### src/rtl/timer_ctrl_pkg.sv
// Shared encodings for the timer controller: FSM state codes and run-mode constants.
package timer_ctrl_pkg;
  typedef enum logic [1:0] {
    IDLE = 2'd0,
    RUN  = 2'd1,
    HOLD = 2'd2,
    DONE = 2'd3
  } state_t;

  localparam logic MODE_ONESHOT  = 1'b0;
  localparam logic MODE_PERIODIC = 1'b1;
endpackage

### src/rtl/timer_ctrl_tick_gen.sv
// Prescaler: counts 0..presc while enabled and flags the edge where it wraps.
module tick_gen #(
  parameter int PRESC_W = 4
) (
  input  logic               clk,
  input  logic               reset_n,
  input  logic               i_enable,
  input  logic               i_clear,
  input  logic [PRESC_W-1:0] i_presc,
  output logic               o_tick
);
  localparam logic [PRESC_W-1:0] ONE = PRESC_W'(1);

  logic [PRESC_W-1:0] r_cnt;

  assign o_tick = i_enable && (r_cnt == i_presc);

  always_ff @(posedge clk or negedge reset_n) begin
    if (!reset_n)      r_cnt <= '0;
    else if (i_clear)  r_cnt <= '0;
    else if (i_enable) r_cnt <= o_tick ? '0 : r_cnt + ONE;
  end
endmodule

### src/rtl/timer_ctrl.sv
// Programmable one-shot/periodic timer: FSM, latched configuration and count logic
// around a single prescaler instance.
module timer_ctrl
  import timer_ctrl_pkg::*;
#(
  parameter int WIDTH   = 4,
  parameter int PRESC_W = 4
) (
  input  logic               clk,
  input  logic               reset_n,
  input  logic               start,
  input  logic               stop,
  input  logic               pause,
  input  logic               mode,
  input  logic [WIDTH-1:0]   load_val,
  input  logic [PRESC_W-1:0] presc,
  output logic [WIDTH-1:0]   count,
  output logic               busy,
  output logic               done,
  output logic [1:0]         state
);
  localparam logic [WIDTH-1:0] ONE = WIDTH'(1);

  state_t             r_state, w_next;
  logic [WIDTH-1:0]   r_count, r_lim;
  logic [PRESC_W-1:0] r_presc;
  logic               r_mode, r_done;
  logic               w_start_ok, w_count_en, w_clear, w_tick, w_terminal;

  // start is only honoured from a resting state, and stop always wins over it
  assign w_start_ok = start && !stop && ((r_state == IDLE) || (r_state == DONE));
  // HOLD with pause released counts on that same edge, so a pause costs exactly its length
  assign w_count_en = ((r_state == RUN) || (r_state == HOLD)) && !stop && !pause;
  assign w_clear    = stop || w_start_ok;
  assign w_terminal = w_tick && (r_count == r_lim);

  tick_gen #(.PRESC_W(PRESC_W)) u_tick (
    .clk      (clk),
    .reset_n  (reset_n),
    .i_enable (w_count_en),
    .i_clear  (w_clear),
    .i_presc  (r_presc),
    .o_tick   (w_tick)
  );

  always_ff @(posedge clk or negedge reset_n) begin
    if (!reset_n) r_state <= IDLE;
    else          r_state <= w_next;
  end

  always_comb begin
    w_next = r_state;
    unique case (r_state)
      IDLE: if (w_start_ok) w_next = RUN;
      RUN, HOLD: begin
        if (stop)                                         w_next = IDLE;
        else if (pause)                                   w_next = HOLD;
        else if (w_terminal && (r_mode == MODE_ONESHOT))  w_next = DONE;
        else                                              w_next = RUN;
      end
      DONE: begin
        if (stop)            w_next = IDLE;
        else if (w_start_ok) w_next = RUN;
      end
      default: w_next = IDLE;
    endcase
  end

  always_comb begin
    busy  = (r_state == RUN) || (r_state == HOLD);
    state = r_state;
  end

  always_ff @(posedge clk or negedge reset_n) begin
    if (!reset_n) begin
      r_count <= '0;
      r_lim   <= '0;
      r_presc <= '0;
      r_mode  <= MODE_ONESHOT;
      r_done  <= 1'b0;
    end else begin
      r_done <= w_terminal;
      if (stop) begin
        r_count <= '0;
      end else if (w_start_ok) begin
        r_count <= '0;
        r_lim   <= load_val;
        r_presc <= presc;
        r_mode  <= mode;
      end else if (w_tick) begin
        if (r_count == r_lim) begin
          if (r_mode == MODE_PERIODIC) r_count <= '0;
        end else if (r_count < r_lim) begin
          r_count <= r_count + ONE;
        end
      end
    end
  end

  assign count = r_count;
  assign done  = r_done;
endmodule

### config.mk
export PLATFORM = sky130hd
export DESIGN_NAME = timer_ctrl
export DESIGN_NICKNAME = d
export VERILOG_FILES = /design/src/rtl/timer_ctrl_pkg.sv /design/src/rtl/timer_ctrl_tick_gen.sv /design/src/rtl/timer_ctrl.sv
export SDC_FILE = /design/constraint.sdc
export NUM_CORES = 1
export LEC_CHECK = 0
export ABC_AREA = 1
export ABC_CLOCK_PERIOD_IN_PS = 1650
export BUFFER_PORTS_ARGS = -buffer_cell sky130_fd_sc_hd__buf_2
export CAP_MARGIN = 20
export CORE_ASPECT_RATIO = 0.7
export CORE_MARGIN = 4
export CORE_UTILIZATION = 51
export CTS_BUF_LIST = sky130_fd_sc_hd__clkbuf_4
export DETAILED_ROUTE_END_ITERATION = 16
export GPL_TIMING_DRIVEN = 1
export PLACE_DENSITY_LB_ADDON = 0.2
export REMOVE_ABC_BUFFERS = 1
export SLEW_MARGIN = 20
export SYNTH_ARGS = -nofsm -noshare
export SYNTH_HDL_FRONTEND = slang
export SYNTH_SLANG_ARGS = --single-unit
### constraint.sdc
create_clock -name clk -period 1.65 [get_ports clk]
set_clock_uncertainty 0.05 [all_clocks]
set_input_delay 0.0825 -clock clk [delete_from_list [all_inputs] [get_ports clk]]
set_output_delay 0.0825 -clock clk [all_outputs]
set_load 0.03 [all_outputs]
==> results.yml <==
run_status:
  status: "finished, final reports clean"
sta:
  max_freq_mhz: 629
  hold_viol: 0
  setup_slack_ps: 59.2
  slew_headroom: 0.696
  min_period_over_period: 0.964
  tightest_slew_ps: 457
  rsz0062_at_grt: "yes"
  setup_viol: 0
  period_minus_slack_ps: 1590
  maxSlewViolCount: 0
routing:
  antenna_left: 0
  viasPerCell: 4.87
  drt_first_iter_violations: 54
  dr.pass1.iters: 4
  wl_per_cell_um: 12.1
  drc: 0
  vias: 1160
  drt_wl_total_mm: 2.89
hold_path:
  worstHoldPathCells: 4
  min_path_type: "in -> reg"
clock_network:
  clk_latency_ps: 300
  cts_max_level: 1
  clockBufferDepth: 2
  cts_sinks: 20
  cts_buffers: 3
  clk_pin_slew_worst_paths_ps: 110
  root_buffer: "clkbuf_4"
  cts_tree: "built"
synthesis:
  syn_area_um2: 1220
  synthCells: 160
  synth_seq_area_share: 0.409
  syn_avg_cell_area_um2: 7.64
  ys_types: 22
  synth_warnings: 0
  synth_top_area_share: 0.409
  synth_seq_cells: 20
  synth_area_leaders: "dfrtp_1 (41%), nand2_1 (14%), ha_1 (8.2%)"
  synth.largest_area_cell: "dfrtp_1"
floorplanning:
  start_util: 0.554
  io_pins: 22
  die_w_um: 66.5
  dieArea_um2: 3260
  die_h_um: 49.0
  coreArea_um2: 2210
  row_count: 14
setup_path:
  worstSetupPathType: "reg -> reg"
  critPathRequiredTime_ps: 1850
  slowest_delay_ps: 400
  crit_path_start_kind: "flip-flop"
  rr_worst_depth: 10
  path_max_fanout: 5
  crit_slowest_cell: "dfrtp_1"
  endpoint_kind: "flip-flop"
  arrival_ps: 1790
  path_cells: "inv_2, ha_4, nand2_4, nor2_4, nand3_2, nor2_4, nand3_4, nand2_4, nand2_1, nand2_1"
global_routing:
  grtUsageTotal: 0.192
  grt_max_degree: 21
  antenna_found_initial: 0
  grt_first_pass_wirelength_mm: 4.80
  globalRouteOverflowTotal: 0
  grt_pass1_vias: 1062
power:
  leakagePower_nw: 0.878
  finalPower_mw: 2.29
  ir_drop_mv: 0.887
  power.density_nw_per_um2: 1400
finish:
  nNetsFinal: 230
  drive_above_1_share: 0.286
  antenna_cells: 0
  final_area_um2: 1630
  areaGrowthSynthToFinish_pct: 33.4
run:
  maxCapViolCount: 0
placement:
  dp_hpwl_mm: 2.11
  dpl_cell_area_um2: 1420
  place_congestion: 0.811
  port_buffers: 21
  dp_slack_ps: -25.0
==> cell type report <==
type	instances	area [um2]
clock buffers	3	22.5
fillers	189	577
inverters	26	97.6
well taps	32	40.0
multi-input cells	112	658
flip-flops and latches	20	502
repair buffers	45	310
==> flip-flops by register name, indices dropped and copies added, names as in the netlist <==
name	cells
count	4
r_lim	4
done	1
r_presc	4
state	2
u_tick.r_cnt	4
r_mode	1
==> logic make-up (layout without fill, tap and decap cells) <==
group	count (synthesis)	count (layout)	share of synthesized area
AO/OA/AOI/OAI	15	15	0.0655
adder cells (fa/ha/maj)	8	8	0.0819
buffers and inverters	28	74	0.0880
AND/OR/NAND/NOR	85	85	0.321
flip-flops	20	20	0.409
multiplexers	1	1	0.0123
XOR/XNOR	3	3	0.0215
==> per-layer routing <==
layer	global-route usage	part of all wire	vias up
met3	0.0553	0.051	2
met4	0.0203	0.0035	0
li1	-	-	598
met2	0.301	0.48	31
met1	0.269	0.47	529
met5	0	0	-
==> cells in the final DEF (no fill, tap or decap), types with 5 or more instances in the layout <==
| cell type | n |
|---|---|
| nand2_1 | 40 |
| inv_1 | 23 |
| buf_2 | 21 |
| dfrtp_1 | 19 |
| nor2_1 | 15 |
| buf_4 | 14 |
| a21oi_1 | 12 |
| nand3_1 | 10 |
| dlygate4sd3_1 | 10 |
| ha_1 | 7 |
| nand2_2 | 5 |
==> worst max-delay path: cells and delay by family (launching register included) <==
family,cells,cell delay (ps)
and+or+nand+nor,8,740
DFF,1,400
adders and majority gates,1,300
buffers and inverters,1,60
==> power by group <==
part	switching (mW)	internal (mW)
registers	0.0940	0.656
logic	0.789	0.520
clock network	0.145	0.0851
==> synthesized netlist by cell type (all sizes together) <==
library cell	instances
o22ai	2
nor2	20
nand3	12
o21bai	1
nand2	47
dfrtp	20
mux2	1
buf	2
nor4	2
inv	26
a21oi	12
nand4	1
xnor2	1
nor3	3
xor2	2
ha	8
==> through the flow <==
| step | std cells | hold WS, ps | setup TNS (ps) | utilization |
|---|---|---|---|---|
| final | 238 | 71.8 | 0 | 0.739 |
| after global routing | 238 | 66.8 | -173 | 0.739 |
| after CTS | 232 | 68.4 | 0 | 0.707 |
| after detailed placement | 219 | 13.9 | -126 | 0.642 |
| after global placement | 219 | 6.71 | 0 | 0.642 |
| after floorplan | 158 | -263 | -6820 | - |
==> what timing repair did <==
item	CTS	global route
endpoints found under the hold margin	29	0
endpoints found under the setup margin	17	13
setup buffers	0	6
hold buffers	10	0
gates resized for setup	4	8
pin swaps	0	4
==> final timing paths <==
path | to | startpoint | slack (ps)
max | count[2] | state[0] | 60
min | done | pause | 70
max reg2reg | count[2] | state[0] | 60
min reg2reg | r_lim[1] | r_lim[1] | 480
max in group asynchronous | count[2] | reset_n | 1010
min in group asynchronous | count[0] | reset_n | 210
(Power assumes the default switching activity.)
